### src/rtl/apb_req_arbiter.sv
// Round-robin arbiter that shares one APB master port among NUM_REQ local requesters.
// Each grant runs one SETUP -> ENABLE transfer; the response is returned to the owning client.
module apb_req_arbiter #(
    parameter int unsigned NUM_REQ        = 4,
    parameter int unsigned ADDR_WIDTH     = 4,
    parameter int unsigned DATA_WIDTH     = 8,
    parameter int unsigned ADDR_LIMIT     = 16,
    parameter int unsigned TIMEOUT_CYCLES = 15
) (
    input  logic                          pclk,
    input  logic                          preset,
    input  logic [NUM_REQ-1:0]            req,
    input  logic [NUM_REQ-1:0]            req_write,
    input  logic [NUM_REQ*ADDR_WIDTH-1:0] req_addr,
    input  logic [NUM_REQ*DATA_WIDTH-1:0] req_wdata,
    output logic [NUM_REQ-1:0]            gnt,
    output logic [NUM_REQ-1:0]            done,
    output logic [DATA_WIDTH-1:0]         rsp_rdata,
    output logic                          rsp_err,
    output logic                          rsp_tmo,
    output logic [ADDR_WIDTH-1:0]         paddr,
    output logic [DATA_WIDTH-1:0]         pwdata,
    output logic                          pwrite,
    output logic                          psel1,
    output logic                          penable,
    input  logic [DATA_WIDTH-1:0]         prdata,
    input  logic                          pready,
    input  logic                          pslverr
);

    localparam int unsigned PW = $clog2(NUM_REQ);
    localparam int unsigned TW = (TIMEOUT_CYCLES > 1) ? $clog2(TIMEOUT_CYCLES + 1) : 1;

    typedef enum logic [1:0] {IDLE, SETUP, ENABLE} apb_master_state_t;

    apb_master_state_t     state_q;
    logic [PW-1:0]         ptr_q;
    logic [PW-1:0]         owner_q;
    logic [NUM_REQ-1:0]    gnt_q;
    logic [ADDR_WIDTH-1:0] addr_q;
    logic [DATA_WIDTH-1:0] wdata_q;
    logic                  write_q;
    logic                  psel_q;
    logic                  penable_q;
    logic                  range_err_q;
    logic [DATA_WIDTH-1:0] rdata_q;
    logic [TW-1:0]         cnt_q;

    logic [ADDR_WIDTH-1:0] addr_arr  [NUM_REQ];
    logic [DATA_WIDTH-1:0] wdata_arr [NUM_REQ];

    for (genvar i = 0; i < NUM_REQ; i++) begin : g_unpack
        assign addr_arr[i]  = req_addr[i*ADDR_WIDTH +: ADDR_WIDTH];
        assign wdata_arr[i] = req_wdata[i*DATA_WIDTH +: DATA_WIDTH];
    end

    // First requester at or after the pointer, wrapping around.
    logic [PW-1:0]      cand;
    logic [PW-1:0]      win_idx;
    logic               win_found;
    logic [NUM_REQ-1:0] win_onehot;
    logic               win_oor;

    always_comb begin
        cand       = '0;
        win_idx    = '0;
        win_found  = 1'b0;
        win_onehot = '0;
        for (int unsigned k = 0; k < NUM_REQ; k++) begin
            cand = PW'((32'(ptr_q) + k) % NUM_REQ);
            if (!win_found && req[cand]) begin
                win_found = 1'b1;
                win_idx   = cand;
            end
        end
        win_onehot[win_idx] = 1'b1;
    end

    assign win_oor = 32'(addr_arr[win_idx]) >= ADDR_LIMIT;

    logic          xfer_ok;
    logic          tmo_hit;
    logic          range_done;
    logic          xfer_end;
    logic [PW-1:0] next_ptr;

    assign xfer_ok    = (state_q == ENABLE) && pready;
    assign tmo_hit    = (TIMEOUT_CYCLES != 0) && (state_q == ENABLE) && !pready &&
                        (cnt_q == TW'(TIMEOUT_CYCLES - 1));
    assign range_done = (state_q == SETUP) && range_err_q;
    assign xfer_end   = xfer_ok || tmo_hit || range_done;
    assign next_ptr   = (owner_q == PW'(NUM_REQ - 1)) ? '0 : owner_q + PW'(1);

    // Completion is reported in the cycle the slave answers, so done/rsp_* follow pready.
    assign done      = gnt_q & {NUM_REQ{xfer_end}};
    assign rsp_err   = range_done || tmo_hit || (xfer_ok && pslverr);
    assign rsp_tmo   = tmo_hit;
    assign rsp_rdata = (xfer_ok && !write_q) ? prdata : rdata_q;

    assign gnt     = gnt_q;
    assign paddr   = addr_q;
    assign pwdata  = wdata_q;
    assign pwrite  = write_q;
    assign psel1   = psel_q;
    assign penable = penable_q;

    always_ff @(posedge pclk or posedge preset) begin
        if (preset) begin
            state_q     <= IDLE;
            ptr_q       <= '0;
            owner_q     <= '0;
            gnt_q       <= '0;
            addr_q      <= '0;
            wdata_q     <= '0;
            write_q     <= 1'b0;
            psel_q      <= 1'b0;
            penable_q   <= 1'b0;
            range_err_q <= 1'b0;
            rdata_q     <= '0;
            cnt_q       <= '0;
        end else begin
            case (state_q)
                IDLE: begin
                    if (win_found) begin
                        state_q     <= SETUP;
                        owner_q     <= win_idx;
                        gnt_q       <= win_onehot;
                        addr_q      <= addr_arr[win_idx];
                        wdata_q     <= wdata_arr[win_idx];
                        write_q     <= req_write[win_idx];
                        range_err_q <= win_oor;
                        psel_q      <= !win_oor;
                    end
                end
                SETUP: begin
                    if (range_err_q) begin
                        state_q     <= IDLE;
                        gnt_q       <= '0;
                        range_err_q <= 1'b0;
                        ptr_q       <= next_ptr;
                    end else begin
                        state_q   <= ENABLE;
                        penable_q <= 1'b1;
                        cnt_q     <= '0;
                    end
                end
                ENABLE: begin
                    if (xfer_ok || tmo_hit) begin
                        state_q   <= IDLE;
                        gnt_q     <= '0;
                        psel_q    <= 1'b0;
                        penable_q <= 1'b0;
                        cnt_q     <= '0;
                        ptr_q     <= next_ptr;
                        if (xfer_ok && !write_q) begin
                            rdata_q <= prdata;
                        end
                    end else if (TIMEOUT_CYCLES != 0) begin
                        cnt_q <= cnt_q + TW'(1);
                    end
                end
                default: state_q <= IDLE;
            endcase
        end
    end

endmodule

### config.mk
export PLATFORM = sky130hd
export DESIGN_NAME = apb_req_arbiter
export DESIGN_NICKNAME = d
export VERILOG_FILES = /design/src/rtl/apb_req_arbiter.sv
export SDC_FILE = /design/constraint.sdc
export NUM_CORES = 1
export LEC_CHECK = 0
export BUFFER_PORTS_ARGS = -buffer_cell sky130_fd_sc_hd__clkbuf_2
export CAP_MARGIN = 10
export CELL_PAD_IN_SITES_DETAIL_PLACEMENT = 1
export CELL_PAD_IN_SITES_GLOBAL_PLACEMENT = 1
export CORE_MARGIN = 2
export CORE_UTILIZATION = 35
export DETAILED_ROUTE_END_ITERATION = 7
export HOLD_SLACK_MARGIN = 0.1
export PLACE_DENSITY_LB_ADDON = 0.2
export SLEW_MARGIN = 30
export SYNTH_ARGS = -nofsm -noshare
export SYNTH_HDL_FRONTEND = slang
export SYNTH_SLANG_ARGS = --single-unit
### constraint.sdc
create_clock -name pclk -period 2.7 [get_ports pclk]
set_input_delay 0.54 -clock pclk [delete_from_list [all_inputs] [get_ports pclk]]
set_output_delay 0.54 -clock pclk [all_outputs]
set_load 0.01 [all_outputs]
## Word level (Yosys, flattened, before mapping)

Cells that the tools add are included.

| word-level totals | value |
|---|---|
| register bits | 38 |
| input port bits | 68 |
| output and inout port bits | 33 |
| word-level logic and storage cells | 116 |

| operators by class | value |
|---|---|
| add/subtract/negate cells | 5 |
| magnitude comparators | 7 |
| equal/unequal tests | 8 |
| mux-type cells | 49 |
| bitwise operators | 2 |
| reductions and logical operators | 33 |

Operator list:

| operator | count |
|---|---|
| 4-bit two-way mux | 7 |
| 8-bit two-way mux | 3 |
| 2-bit two-way mux | 10 |
| 8-bit binary-select mux with 2-bit select | 1 |
| 2-bit by 3-bit less-than comparator with 1-bit output, second input constant | 5 |
| 1-bit two-way mux | 14 |
| 4-bit case mux with 3 select lines | 1 |
| 1-bit binary-select mux with 2-bit select | 5 |
| 1-bit logical AND | 10 |
| 2-bit AND reduction | 5 |
| 3-bit AND reduction | 3 |
| 4-bit binary-select mux with 2-bit select | 1 |
| 4-bit case mux with 2 select lines | 1 |
| 2-bit != test, second input constant | 3 |
| 1-bit case mux with 2 select lines | 3 |
| 2-bit case mux with 3 select lines | 1 |
| 2-bit nonzero test | 3 |
| 1-bit logical NOT | 5 |
| 2-bit by 1-bit adder with 2-bit output, second input constant | 2 |
| 2-bit adder, second input constant | 2 |
| 4-bit by 1-bit adder with 4-bit output, second input constant | 1 |
| 4-bit bitwise AND | 1 |
| 2-bit equality test, second input constant | 2 |
| 4-bit equality test, second input constant | 1 |
| other kinds (11) | 14 |

## Logic depth before layout (Yosys ltp)

| depth | value |
|---|---|
| word-level depth | 18 |
| depth in mapped cells | 7 |
| gate-level depth less buffers | 7 |

## Worst setup path before layout

Ideal clock, no wire load.

| timing | value |
|---|---|
| path kind | flip-flop to output port |
| start | register state_q[0] |
| end | output port rsp_rdata[0] |
| arrival time | 1547 ps |
| required time | 2160 ps |
| setup slack | 613 ps |
| stages on the path, launching flop included | 6 |
| path buffers | 1 |
| cells stage by stage | dfrtp_1 > inv_1 > ha_1 > nand3b_1 > buf_2 > mux2_2 |

| between the ends | value |
|---|---|
| longest elaborated chain between the ends | 4 |

Ends and longest elaborated chain:

| item | line | source |
|---|---|---|
| from (decl) | 36 | `apb_master_state_t state_q;` |
| from (signal assigned) | 109 | `state_q <= IDLE;` |
| from (signal assigned) | 125 | `state_q <= SETUP;` |
| from (signal assigned) | 137 | `state_q <= IDLE;` |
| 2-bit equality test | 87 | `assign xfer_ok = (state_q == ENABLE) && pready;` |
| 1-bit logical AND | 87 |  |
| 1-bit logical AND | 98 | `assign rsp_rdata = (xfer_ok && !write_q) ? prdata : rdata_q;` |
| 8-bit two-way mux | -- |  |
| to (decl) | 18 | `output logic [DATA_WIDTH-1:0] rsp_rdata,` |

Every way passes these cells.

## Final worst setup path

| timing | value |
|---|---|
| start | register state_q[0] |
| end | output port done[1] |

| between the ends | value |
|---|---|
| longest elaborated chain between the ends | 6 |
| elaborated cells between the ends (all ways) | 9 |
| classes of those cells | eq/ne: 2; bitwise: 1; reduce/logical: 6 |

Ends and longest elaborated chain:

| item | line | source |
|---|---|---|
| 2-bit equality test | 87, 88 |  |
| 1-bit logical AND (2 in series) | 88 | `assign tmo_hit = (TIMEOUT_CYCLES != 0) && (state_q == ENABLE) && !pready &&` |
| 1-bit logical OR | 91 | `assign xfer_end = xfer_ok \|\| tmo_hit \|\| range_done;` |
| 1-bit logical OR * | 91 |  |
| 4-bit bitwise AND * | 95 | `assign done = gnt_q & {NUM_REQ{xfer_end}};` |
| to (decl) | 17 | `output logic [NUM_REQ-1:0] done,` |

Mark *: on every way between the ends. The rest lies on a longest branch, timed or not.

==> results.py <==
metrics = {
    "finish": {
        "drive_gt1_share_pct": 41.2,
        "fill_cells": 787,
        "multi_input_area_mm2": 0.00126,
        "n_antenna_cell": 0,
        "layout_common_cells": "clkbuf_2, dfrtp_1, o21ai_0",
        "fin_nets": 410,
        "layout_commonest_cell": "clkbuf_2",
        "area_growth_pct": 26.7,
        "final_cell_area_mm2": 0.00293,
        "register_area_um2": 926,
    },
    "cts": {
        "clock-sinks": 37,
        "cts_tree": "done",
        "clock_path_buffers": 2,
        "cts-root-buf": "clkbuf_8",
        "cts.hold.buffers_added": 0,
        "cts_setup_buffers": 0,
        "h-tree-depth": 2,
        "clkTransAtPathRegs_ps": 80,
        "cts_buffers": 5,
        "insertion_delay_ps": 290,
    },
    "place": {
        "port_buffers": 100,
        "dpl_cell_area_mm2": 0.00284,
        "gp_congestion": 0.767,
        "dpl.hpwl_mm": 5.03,
    },
    "yosys": {
        "synth_cell_types": 42,
        "ys_seq_area_share_pct": 40.1,
        "synth_area_per_cell_um2": 9.71,
        "yosysTopAreaCell": "dfrtp_1",
        "syn_area_mm2": 0.00231,
        "yosys-top-cells-area": "dfrtp_1, mux2_2, o21ai_0",
        "synth-main-ff-cell": "dfrtp_1",
        "ys_ff_latch": 37,
        "syn_nets": 314,
        "synth_edf_count": 0,
        "synth_top_area_share_pct": 40.1,
        "syn-instance-count": 238,
        "synth_warnings": 0,
        "async_reset_ff_share_pct": 100,
    },
    "sta": {
        "clock_skew_ps": 7.07,
        "setup_viol": 0,
        "drv_slew": 0,
        "min_period_ps": 2440,
        "grt_setup_unrepaired": "false",
        "relSlewSlack_pct": 36.6,
        "hold_viol": 0,
        "worst_pin_slew_ps": 946,
        "timing.final.crit_share_pct": 90.3,
        "clock.fmax_ghz": 0.410,
        "tns_ps": 0,
    },
    "setup_path": {
        "end_kind": "primary output",
        "cp.required_ps": 2160,
        "cp_slowest_cell": "dfrtp_1",
        "crit_type": "reg2out",
        "startpoint_type": "flip-flop",
        "path_cells": "inv_1, ha_1, nand2b_1, nor2_1, a21oi_2, nor2b_1, clkbuf_2",
        "cp.arrival_ps": 1900,
        "rrSetupSlack_ps": 740,
        "critPathMaxFanout": 8,
        "max_stage_delay_ps": 410,
    },
    "floorplanning": {
        "row_count": 29,
        "die_w_um": 85.3,
        "fp.dieH_um": 85.3,
        "core-area_mm2": 0.00635,
        "floorplan.die_area_mm2": 0.00727,
        "start_util_pct": 36.4,
        "pin_count": 101,
    },
    "routing": {
        "vias": 2218,
        "wire_per_inst_um": 15.5,
        "dr.pass1.iters": 4,
        "routed.top_layer": "met4",
        "wl_met2_mm": 3.20,
        "wl_met3_um": 434,
        "wl_mm": 6.39,
        "via_per_inst": 5.38,
        "ant_nets": 0,
        "wl_met1_mm": 2.69,
        "drc": 0,
        "first_iter_violations": 55,
    },
    "global_route": {
        "grt-ovfl-total": 0,
        "grt_pass1_wl_mm": 10.7,
        "grt_use_total_pct": 18.2,
        "grt_pass1_vias": 2270,
        "antenna_found_initial": 0,
        "grt_start_max_net_pins": 38,
    },
    "power": {
        "p_leak_nw": 1.43,
        "irDropWorstVdd_mv": 0.379,
        "power_density_mw_per_mm2": 1020,
    },
    "run_status": {
        "status": "completed",
    },
    "hold_path": {
        "min_path_type": "in2async",
    },
    "run": {
        "maxCapViolations": 0,
    },
}
layer usage:
metal / GRT usage, % / vias to the layer above
met5: 0 / -
met2: 31.8 / 62
li1: - / 1065
met3: 5.16 / 5
met1: 21.8 / 1086
met4: 5.19 / 0
logic make-up (layout without fill, tap and decap cells):
group	after synthesis	in the layout	synth area share, %
AO/OA/AOI/OAI	74	74	21.7
buffers and inverters	23	120	5.47
flip-flops	37	37	40.1
multiplexers	28	28	13.0
adder cells (fa/ha/maj)	8	8	4.33
AND/OR/NAND/NOR	68	68	15.4
path summary, 6_finish.rpt:
| check | cells after the start | to | startpoint |
|---|---|---|---|
| setup reg to reg | 5 | pwdata[5] | state_q[1] |
| setup / recovery | 7 | done[1] | state_q[0] |
| max in group asynchronous | 3 | pwdata[1] | preset |
| hold reg to reg | 2 | owner_q[1] | owner_q[1] |
| min in group pclk | 2 | rdata_q[0] | prdata[0] |
| hold / removal | 3 | rdata_q[1] | preset |
critical path: cells and delay by family (launching register included):
| kind | cells | cell delay (ps) |
|---|---|---|
| and+or+nand+nor | 3 | 510 |
| DFF | 1 | 410 |
| adders and majority gates | 1 | 300 |
| buffers and inverters | 2 | 260 |
| AOI/OAI and AO/OA | 1 | 130 |
state kept, by name, summed over array words and instances, names as in the netlist, 2 cells and up:
| register | cells |
|---|---|
| state_q | 2 |
| ptr_q | 2 |
| owner_q | 2 |
| cnt_q | 4 |
| paddr | 4 |
| rdata_q | 8 |
| gnt | 4 |
| pwdata | 8 |
timing repair:
action | in CTS | in global routing
hold endpoints to repair | 0 | 0
gates resized for setup | 0 | 1
setup endpoints to repair | 0 | 5
report_power, final:
group | internal, mW | total, mW | switching (mW) | leakage, nW
clock network | 0.183 | 0.383 | 0.200 | 0.0385
registers | 0.805 | 0.990 | 0.185 | 0.448
logic | 0.701 | 1.61 | 0.912 | 0.947
total | 1.69 | 2.99 | 1.30 | 1.43
synth_stat cells (all sizes together) (5+ instances only):
master,count
inv,8
o22ai,13
nor2b,6
a221oi,10
a21oi,5
nor2,20
buf,11
mux2i,11
ha,8
nand3,12
o21ai,26
mux2,17
dfrtp,37
nand2,18
area by class of cell:
| cell class | instances | area share [%] |
|---|---|---|
| flip-flops and latches | 37 | 31.6 |
| clock buffers | 7 | 2.61 |
| clock inverters | 1 | 0.256 |
| repair buffers | 103 | 17.9 |
| well taps | 77 | 3.29 |
| inverters | 9 | 1.15 |
| multi-input cells | 178 | 43.2 |
metrics by stage:
stage | setup slack [ps] | util, % | total power [mW] | instances | hold slack [ps]
after global routing | 51.1 | 46.1 | 3.26 | 412 | 378
after CTS | 59.8 | 46.0 | 3.03 | 412 | 348
after detailed placement | 378 | 44.7 | 2.64 | 404 | 479
final | 262 | 46.1 | 2.99 | 412 | 333
after global placement | 482 | 44.7 | 2.58 | 404 | 471
after floorplan | 613 | - | 2.13 | 238 | 450
Power figures use the tool's default switching activity.
